--- src/rtl/video_timing_detector.sv ---
// Recovers line/frame geometry from a raw hsync/vsync/de stream,
// reports lock, and regenerates hpos/vpos aligned with de_out.
// Ports: clk, reset (sync, active-high); hsync/vsync/de in;
//   locked, h_total, h_sync_w, h_active, v_total, v_sync_w,
//   v_active, hpos, vpos, de_out out.
module video_timing_detector #(
    parameter logic        HS_POL      = 1'b0,
    parameter logic        VS_POL      = 1'b0,
    parameter logic [3:0]  LOCK_FRAMES = 4'd3,
    parameter logic [23:0] TIMEOUT     = 24'd4000000
) (
    input  logic        clk,
    input  logic        reset,
    input  logic        hsync,
    input  logic        vsync,
    input  logic        de,
    output logic        locked,
    output logic [11:0] h_total,
    output logic [11:0] h_sync_w,
    output logic [11:0] h_active,
    output logic [11:0] v_total,
    output logic [11:0] v_sync_w,
    output logic [11:0] v_active,
    output logic [11:0] hpos,
    output logic [11:0] vpos,
    output logic        de_out
);

    localparam logic [11:0] CMAX = 12'hfff;

    function automatic logic [11:0] inc_sat(input logic [11:0] v);
        return (v == CMAX) ? v : v + 12'd1;
    endfunction

    // s1/s2 hold sync levels already normalised to "active = 1"
    logic s1_hs, s1_vs, s1_de;
    logic s2_hs, s2_vs, s2_de;
    logic hs_lead, hs_trail, vs_lead, de_rise, de_fall;

    logic [11:0] h_cnt, hw_cnt, de_cnt;
    logic [11:0] line_len, hs_width, de_run;
    logic [11:0] line_cnt, vw_cnt, act_cnt;
    logic        line_de, frame_sat, frame_valid, vpos_first;
    logic [3:0]  stable_cnt;
    logic [23:0] to_cnt;

    logic        timed_out, new_act, sat_now, same;
    logic [11:0] line_len_nx, hs_width_nx, de_run_nx;

    always_comb begin
        hs_lead   = s1_hs & ~s2_hs;
        hs_trail  = ~s1_hs & s2_hs;
        vs_lead   = s1_vs & ~s2_vs;
        de_rise   = s1_de & ~s2_de;
        de_fall   = ~s1_de & s2_de;
        timed_out = (to_cnt == TIMEOUT);
        // first de cycle of a line marks it as an active line
        new_act   = s1_de & (hs_lead | ~line_de);
        // bypasses let a coincident edge land in the ending frame
        line_len_nx = hs_lead ? inc_sat(h_cnt) : line_len;
        hs_width_nx = hs_trail ? hw_cnt : hs_width;
        de_run_nx   = de_fall ? de_cnt : de_run;
        sat_now = ((h_cnt == CMAX) & ~hs_lead)
                | ((hw_cnt == CMAX) & s1_hs & ~hs_lead)
                | ((de_cnt == CMAX) & s1_de & ~de_rise)
                | ((line_cnt == CMAX) & hs_lead)
                | ((vw_cnt == CMAX) & hs_lead & s1_vs)
                | ((act_cnt == CMAX) & new_act);
        same = ({line_len_nx, hs_width_nx, de_run_nx,
                 line_cnt, vw_cnt, act_cnt} ==
                {h_total, h_sync_w, h_active,
                 v_total, v_sync_w, v_active});
    end

    always_ff @(posedge clk) begin
        if (reset) begin
            s1_hs       <= 1'b0;
            s1_vs       <= 1'b0;
            s1_de       <= 1'b0;
            s2_hs       <= 1'b0;
            s2_vs       <= 1'b0;
            s2_de       <= 1'b0;
            h_cnt       <= '0;
            hw_cnt      <= '0;
            de_cnt      <= '0;
            line_len    <= '0;
            hs_width    <= '0;
            de_run      <= '0;
            line_cnt    <= '0;
            vw_cnt      <= '0;
            act_cnt     <= '0;
            line_de     <= 1'b0;
            frame_sat   <= 1'b0;
            frame_valid <= 1'b0;
            vpos_first  <= 1'b0;
            stable_cnt  <= '0;
            to_cnt      <= '0;
            locked      <= 1'b0;
            h_total     <= '0;
            h_sync_w    <= '0;
            h_active    <= '0;
            v_total     <= '0;
            v_sync_w    <= '0;
            v_active    <= '0;
            hpos        <= '0;
            vpos        <= '0;
            de_out      <= 1'b0;
        end else begin
            s1_hs <= (hsync == HS_POL);
            s1_vs <= (vsync == VS_POL);
            s1_de <= de;
            s2_hs <= s1_hs;
            s2_vs <= s1_vs;
            s2_de <= s1_de;

            // pixel position regeneration
            de_out <= s1_de;
            if (s1_de) begin
                hpos <= de_rise ? 12'd0 : inc_sat(hpos);
            end
            if (vs_lead) begin
                vpos_first <= 1'b1;
            end
            if (de_rise) begin
                if (vpos_first || vs_lead) begin
                    vpos       <= 12'd0;
                    vpos_first <= 1'b0;
                end else begin
                    vpos <= inc_sat(vpos);
                end
            end

            // horizontal measurement
            h_cnt    <= hs_lead ? 12'd0 : inc_sat(h_cnt);
            line_len <= line_len_nx;
            if (s1_hs) begin
                hw_cnt <= hs_lead ? 12'd1 : inc_sat(hw_cnt);
            end
            hs_width <= hs_width_nx;
            if (s1_de) begin
                de_cnt <= de_rise ? 12'd1 : inc_sat(de_cnt);
            end
            de_run <= de_run_nx;

            // loss-of-signal watchdog
            if (hs_lead) begin
                to_cnt <= '0;
            end else if (!timed_out) begin
                to_cnt <= to_cnt + 24'd1;
            end

            // vertical measurement; a coincident hs_lead opens the new frame
            if (hs_lead) begin
                line_de <= s1_de;
            end else if (s1_de) begin
                line_de <= 1'b1;
            end
            if (vs_lead) begin
                line_cnt  <= hs_lead ? 12'd1 : 12'd0;
                vw_cnt    <= hs_lead ? 12'd1 : 12'd0;
                act_cnt   <= new_act ? 12'd1 : 12'd0;
                frame_sat <= 1'b0;
            end else begin
                if (hs_lead) begin
                    line_cnt <= inc_sat(line_cnt);
                end
                if (hs_lead && s1_vs) begin
                    vw_cnt <= inc_sat(vw_cnt);
                end
                if (new_act) begin
                    act_cnt <= inc_sat(act_cnt);
                end
                frame_sat <= frame_sat | sat_now;
            end

            // frame commit and lock tracking
            if (timed_out) begin
                locked      <= 1'b0;
                h_total     <= '0;
                h_sync_w    <= '0;
                h_active    <= '0;
                v_total     <= '0;
                v_sync_w    <= '0;
                v_active    <= '0;
                frame_valid <= 1'b0;
                stable_cnt  <= '0;
            end else begin
                locked <= (stable_cnt == LOCK_FRAMES);
                if (vs_lead) begin
                    if (!frame_valid) begin
                        frame_valid <= 1'b1;
                    end else begin
                        h_total  <= line_len_nx;
                        h_sync_w <= hs_width_nx;
                        h_active <= de_run_nx;
                        v_total  <= line_cnt;
                        v_sync_w <= vw_cnt;
                        v_active <= act_cnt;
                        if (same && !(frame_sat || sat_now)) begin
                            if (stable_cnt != LOCK_FRAMES) begin
                                stable_cnt <= stable_cnt + 4'd1;
                            end
                        end else begin
                            stable_cnt <= '0;
                        end
                    end
                end
            end
        end
    end

endmodule

--- config.mk ---
export PLATFORM = sky130hd
export DESIGN_NAME = video_timing_detector
export DESIGN_NICKNAME = d
export VERILOG_FILES = /design/src/rtl/video_timing_detector.sv
export SDC_FILE = /design/constraint.sdc
export NUM_CORES = 1
export LEC_CHECK = 0
export CORE_MARGIN = 8
export CORE_UTILIZATION = 52
export CTS_CLUSTER_DIAMETER = 30
export DETAILED_ROUTE_END_ITERATION = 6
export PLACE_DENSITY = 0.86
export SLEW_MARGIN = 0
export SYNTH_ARGS = -nofsm -noshare
export SYNTH_HDL_FRONTEND = slang
export SYNTH_SLANG_ARGS = --single-unit
--- constraint.sdc ---
create_clock -name clk -period 2.55 [get_ports clk]
set_input_delay 0.51 -clock clk [delete_from_list [all_inputs] [get_ports clk]]
set_output_delay 0.51 -clock clk [all_outputs]
set_load 0.005 [all_outputs]
Word level (Yosys, flattened, before mapping)
Cells that the tools add are included.
{"block": "op_classes", "magnitude_cmp": 0, "n_addsub": 10, "bitwise_logic": 32, "n_mul": 0, "shifts": 0, "n_reduce_logical": 21, "n_eq_ne": 20, "n_mux": 30, "div": 0}
{"operator": "2-to-1 mux 12 bit", "n": 21}
{"operator": "adder 12 x 1 -> 12 bit, second input constant", "n": 8}
{"operator": "equality test 12 bit, second input constant", "n": 8}
{"operator": "equality test 72 bit", "n": 1}
{"operator": "adder 24 x 1 -> 24 bit, second input constant", "n": 1}
{"operator": "equality test 24 x 22 -> 1 bit, second input constant", "n": 1}
{"operator": "AND reduction 2 bit", "n": 8}
{"operator": "AND 1 bit", "n": 15}
{"operator": "!= test 2 bit, second input constant", "n": 7}
{"operator": "NOT 1 bit", "n": 10}
{"operator": "2-to-1 mux 4 bit", "n": 2}
{"operator": "nonzero test 2 bit", "n": 4}
{"operator": "2-to-1 mux 1 bit", "n": 7}
{"operator": "bitwise OR 1 bit", "n": 7}
{"operator": "OR reduction 2 bit", "n": 3}
{"operator": "adder 4 x 1 -> 4 bit, second input constant", "n": 1}
{"operator": "equality test 4 x 2 -> 1 bit, second input constant", "n": 1}
{"operator": "!= test 4 x 2 -> 1 bit, second input constant", "n": 1}
{"operator": "AND reduction 3 bit", "n": 1}
{"operator": "logical AND 1 bit", "n": 2}
{"operator": "logical OR 1 bit", "n": 2}
{"operator": "!= test 2 x 1 -> 1 bit, second input constant", "n": 1}
{"operator": "zero test 1 bit", "n": 1}
{"block": "totals", "regBits": 243, "latch_bits": 0, "output_inout_bits": 98, "n_memories": 0, "rom_bits": 0, "elab_cells": 143, "ramBits": 0, "inputBits": 5}

Logic depth before layout (Yosys ltp)
{"block": "depth", "depth_word": 14, "mapped_depth": 11, "mapped_depth_nobuf": 10}

Worst setup path after synthesis
No wires, ideal clock.
{"block": "synth_timing", "kind": "flip-flop to flip-flop", "from": "reg s1_hs", "to": "reg stable_cnt[1]", "required_ns": 2.471, "setup_ns": 0.079, "arrival_ns": 2.458, "path_buffers": 1, "synth_period_minus_slack_ns": 2.537, "path_slack_ns": 0.013, "stages_incl_launch_ff": 10, "path_cell_list": "dfxtp_1 nand2b_1 buf_6 mux2i_1 o22ai_1 or4_1 or4_4 a211oi_4 nand3_2 o211ai_1"}
{"block": "synth_between", "elab_chain_len": 13, "word_cells_on_any_way": 27, "classes_between": "eq/ne (2); mux (3); bitwise (18); reduce/logical (4)"}
{"item": "start, declared", "line": "36", "text": "logic s1_hs, s1_vs, s1_de;"}
{"item": "start signal, assigned", "line": "109", "text": "s1_hs <= (hsync == HS_POL);"}
{"item": "AND 1 bit", "line": "51", "text": "hs_lead = s1_hs & ~s2_hs;"}
{"item": "NOT 1 bit", "line": "63, 64"}
{"item": "AND 1 bit (on tied branches)", "line": "63, 64"}
{"item": "bitwise OR 1 bit", "line": "64", "text": "| ((hw_cnt == CMAX) & s1_hs & ~hs_lead)"}
{"item": "bitwise OR 1 bit", "line": "65", "text": "| ((de_cnt == CMAX) & s1_de & ~de_rise)"}
{"item": "bitwise OR 1 bit", "line": "66", "text": "| ((line_cnt == CMAX) & hs_lead)"}
{"item": "bitwise OR 1 bit", "line": "67", "text": "| ((vw_cnt == CMAX) & hs_lead & s1_vs)"}
{"item": "bitwise OR 1 bit", "line": "68", "text": "| ((act_cnt == CMAX) & new_act);"}
{"item": "logical OR 1 bit", "line": "199", "text": "if (same && !(frame_sat || sat_now)) begin"}
{"item": "zero test 1 bit", "line": "199"}
{"item": "logical AND 1 bit (*)", "line": "199"}
{"item": "!= test 2 x 1 -> 1 bit (no line)"}
{"item": "AND reduction 3 bit (no line)"}
{"item": "end signal, assigned", "line": "201", "text": "stable_cnt <= stable_cnt + 4'd1;"}
{"item": "end, declared", "line": "44", "text": "logic [3:0] stable_cnt;"}
Mark *: on every way between the ends. The rest lies on a longest branch, timed or not.
A chain may end at the register's enable or synchronous reset.

Worst setup path after layout
{"block": "layout_timing", "from": "reg v_active[9]", "to": "reg stable_cnt[1]"}
{"block": "layout_between", "elab_chain_len": 4, "word_cells_on_any_way": 5, "classes_between": "eq/ne (2); mux (1); reduce/logical (2)"}
{"item": "start, declared", "line": "23", "text": "output logic [11:0] v_active,"}
{"item": "start signal, assigned", "line": "198", "text": "v_active <= act_cnt;"}
{"item": "equality test 72 bit (*)", "line": "70", "text": "line_cnt, vw_cnt, act_cnt} =="}
{"item": "logical AND 1 bit (*)", "line": "199"}
{"item": "!= test 2 x 1 -> 1 bit (no line)"}
{"item": "AND reduction 3 bit (no line)"}
Marked as above.

==> run summary <==
Detail-routed via count per cell -> 6.14
Placer Congestion -> 0.923
Launch point of the worst hold path -> h_total[3]
Worst clock skew on the final layout -> 19.8 ps
Post-route setup slack -> -247 ps
Drc violations -> 3
Port Buffer Count -> 102
Worst supply voltage drop on vdd -> 0.000557 V
Max-slew violations -> 0
Achievable clock frequency -> 358 MHz
Power Dens Cells -> 769 mW/mm²
Internal reg-to-reg setup slack -> -250 ps
CTS Hold Bufs -> 0
Share of cells above drive strength 1 -> 16.0%
Total area of multi-input combinational cells -> 0.00596 mm²
TritonCTS Buffers -> 50
Pre-CTS setup slack -> -220 ps
Synth warnings -> 0
Fraction of power spent switching nets -> 21.9%
H-tree depth -> 2
Hold Worst Slack -> 484 ps
Leakage Power -> 0.00582 µW
Master cell of the clock root buffer -> sky130_fd_sc_hd__clkbuf_16
Initial drt markers -> 1680
Share of the clock period used by the worst path after layout -> 110%
Minimum clock period after layout -> 2800 ps
Worst Hold Path EP -> h_total[3]
Internal power consumption -> 9130 µW
Worst-Margin Slew -> 710 ps
Floorplan die width -> 162 µm
Maximum number of pins on one net before global-route repair -> 58
Number of distinct standard cells referenced by the synthesized netlist -> 74
Area of the core region -> 0.0210 mm²
Area occupied by registers -> 0.00487 mm²
Die Span Y -> 162 µm
Number of setup violations in the final report -> 4
Type of the most critical hold path -> reg2reg
Mapped Area -> 0.0111 mm²
Clock network fraction of total power -> 61.5%
Maximum number of buffers from clock root to sink -> 3
Die area -> 0.0264 mm²
Worst Path Max Fanout -> 6
WP data required -> 3000 ps
Top cell type by total area after synthesis -> sky130_fd_sc_hd__dfxtp_1
Crit path capture type -> flop
WL per Instance -> 19.8 µm
Layout Nets -> 1538
Post-synthesis cell count -> 1322
Part of the total power dissipated in combinational logic -> 5.2%
Effective utilization at floorplan -> 53.0%
Area share of the largest cell type after synthesis -> 43.7%
Hold violation total from the final report -> 0
TritonCTS clock tree -> built
Number of rows created at floorplan -> 53
Via count of the first global-routing pass -> 10800
Data arrival time of the critical path -> 3250 ps
Crit path kind -> reg2reg
Synth async-reset ratio -> 0%
Fill cell total of the finished layout -> 1321
Sink Count -> 243
Share of the yosys chip area belonging to registers -> 43.7%
Avg Inst Size Synth -> 8.42 µm²
RSZ-0062 raised after global routing -> yes
Global-route wire length before repair -> 55.6 mm
Global-route total usage across every layer -> 25.7%
Failing checks -> DRC, setup timing
Worst reg2reg path startpoint -> v_active[9]
Share of total power in sequential cells -> 33.4%
Clock Pin Slew Worst Setup and Hold Paths -> 50 ps
Total gr overflow -> 0
CP startpoint kind -> flop
Net Count, Synth -> 1338
Antenna violations before repair -> 1
Cells on worst reg2reg path -> 8
Destination of the worst register-to-register timing path -> stable_cnt[1]
Most common library cell in the layout ignoring fill and taps -> sky130_fd_sc_hd__dfxtp_1
Number of enable flip-flop cells after synthesis -> 0
Number of top-level pins -> 103
Insertion delay to the later sink of the worst-skew pair -> 550 ps
Router iterations before antenna repair -> 7
Synth Register Bits -> 243
Synth area leaders -> sky130_fd_sc_hd__dfxtp_1, sky130_fd_sc_hd__xor2_1, sky130_fd_sc_hd__nor2_1
Final Routed Wirelength -> 36.4 mm
Relative max-transition margin -> 52.7%
Hold Path Depth -> 2
Residual antenna-violating net count after detailed routing -> 0
HPWL after DPL -> 22.6 mm
Maximum Capacitance Violations -> 0
Predominant post-synthesis flop cell -> sky130_fd_sc_hd__dfxtp_1
Area growth from synthesis to layout -> 36.6%
Ant diodes -> 0
Result of the run -> finished, violations left
Total number of vias -> 11300
Commonest non-fill, non-tap cells in the layout -> sky130_fd_sc_hd__dfxtp_1, sky130_fd_sc_hd__nor2_1, sky130_fd_sc_hd__nand2_1, sky130_fd_sc_hd__buf_4, sky130_fd_sc_hd__clkdlybuf4s50_1
Net switching component of the power -> 2570 µW
-- power groups by stage --
stage | clock [µW] | sequential, µW | combinational (µW)
6_report | 7200 | 3900 | 603
5_1_grt | 7430 | 3910 | 639
4_1_cts | 7220 | 3900 | 550
3_5_place_dp | 0 | 3970 | 529
3_3_place_gp | 0 | 3970 | 518
2_1_floorplan | 0 | 3970 | 312
-- cells in the mapped netlist (12+ instances only) --
cell                       instances
sky130_fd_sc_hd__a31oi_1          12
sky130_fd_sc_hd__inv_1            28
sky130_fd_sc_hd__nor2b_1          15
sky130_fd_sc_hd__dfxtp_1         243
sky130_fd_sc_hd__nand3_1          40
sky130_fd_sc_hd__a211oi_1         36
sky130_fd_sc_hd__nor2_1          207
sky130_fd_sc_hd__nand2b_1         23
sky130_fd_sc_hd__nand4_1          48
sky130_fd_sc_hd__a21oi_1          74
sky130_fd_sc_hd__nor3_1           18
sky130_fd_sc_hd__mux2i_1          28
sky130_fd_sc_hd__xnor2_1          50
sky130_fd_sc_hd__xor2_1           92
sky130_fd_sc_hd__nor4_1           12
sky130_fd_sc_hd__and3_1           17
sky130_fd_sc_hd__clkbuf_1         63
sky130_fd_sc_hd__and4_1           15
sky130_fd_sc_hd__nand2_1         134
sky130_fd_sc_hd__or3_1            12
sky130_fd_sc_hd__o21ai_0          22
-- per-layer routing --
layer	wire length, µm	GRT usage, %
met4	2030	14.3
met2	16900	42.3
met1	13800	30.5
met5	45	0.945
met3	3730	5.84
-- kinds of logic after synthesis --
logic type	Yosys count	synth area share (%)
xor gates and xnor gates	142	11.2
adders and majority gates	11	1.24
DFF	243	43.7
muxes	29	2.62
buffers and inverters	110	3.92
and+or+nand+nor	576	24.9
AOI/OAI and AO/OA	211	12.4
-- cell type report --
| class | instances | share of cell area, % |
|---|---|---|
| clock buffer | 66 | 9.08 |
| clock inverter | 26 | 3.18 |
| sequential | 243 | 32.0 |
| inverter | 28 | 0.691 |
| tap | 275 | 2.26 |
| multi-input combinational | 969 | 39.2 |
| timing repair buffer | 230 | 13.6 |
-- how the worst max path moves through the flow --
| stage | from | to | slack, ps | cells past startpoint |
|---|---|---|---|---|
| after floorplan | s1_hs | stable_cnt[1] | 10 | 9 |
| after global placement | vw_cnt[10] | stable_cnt[3] | -110 | 8 |
| after detailed placement | v_active[9] | stable_cnt[1] | -220 | 8 |
| after CTS | vw_cnt[10] | stable_cnt[1] | -180 | 8 |
| after global routing | v_active[9] | stable_cnt[2] | -290 | 8 |
| final | v_active[9] | stable_cnt[1] | -250 | 8 |
-- flip-flops by register name (all words and copies together) (netlist names), 4 cells and up --
register / count
to_cnt: 24
act_cnt: 12
de_cnt: 12
de_run: 12
h_active: 12
h_cnt: 12
h_sync_w: 12
h_total: 12
hpos: 12
hs_width: 12
hw_cnt: 12
line_cnt: 12
line_len: 12
v_active: 12
v_sync_w: 12
v_total: 12
vpos: 12
vw_cnt: 12
stable_cnt: 4
-- worst max-delay path, stage by stage, from the launching register on --
cell	delay [ps]
sky130_fd_sc_hd__dfxtp_2	320
sky130_fd_sc_hd__xor2_1	180
sky130_fd_sc_hd__nor4_2	350
sky130_fd_sc_hd__nand2_1	190
sky130_fd_sc_hd__or4_1	510
sky130_fd_sc_hd__or4_4	510
sky130_fd_sc_hd__a211oi_4	290
sky130_fd_sc_hd__nand3_2	140
sky130_fd_sc_hd__o211ai_1	190
-- what timing repair did --
action,4_1_cts,5_1_grt
setup endpoints to repair,4,31
resized for setup,14,19
pin swaps,10,12
setup buffers,0,5
cloned,0,1
-- metrics by stage --
| stage | area (µm²) | setup TNS, ps | power (µW) | utilization [%] | std cells |
|---|---|---|---|---|---|
| 3_5_place_dp | 13100 | -759 | 4500 | 62.4 | 1739 |
| 3_3_place_gp | 13100 | -388 | 4490 | 62.4 | 1739 |
| 6_report | 15200 | -890 | 11700 | 72.4 | 1837 |
| 2_1_floorplan | 11100 | 0 | 4280 | - | 1322 |
| 5_1_grt | 15200 | -995 | 12000 | 72.4 | 1837 |
| 4_1_cts | 15000 | -564 | 11700 | 71.6 | 1831 |
No activity file was read; power rests on OpenSTA's default activity.
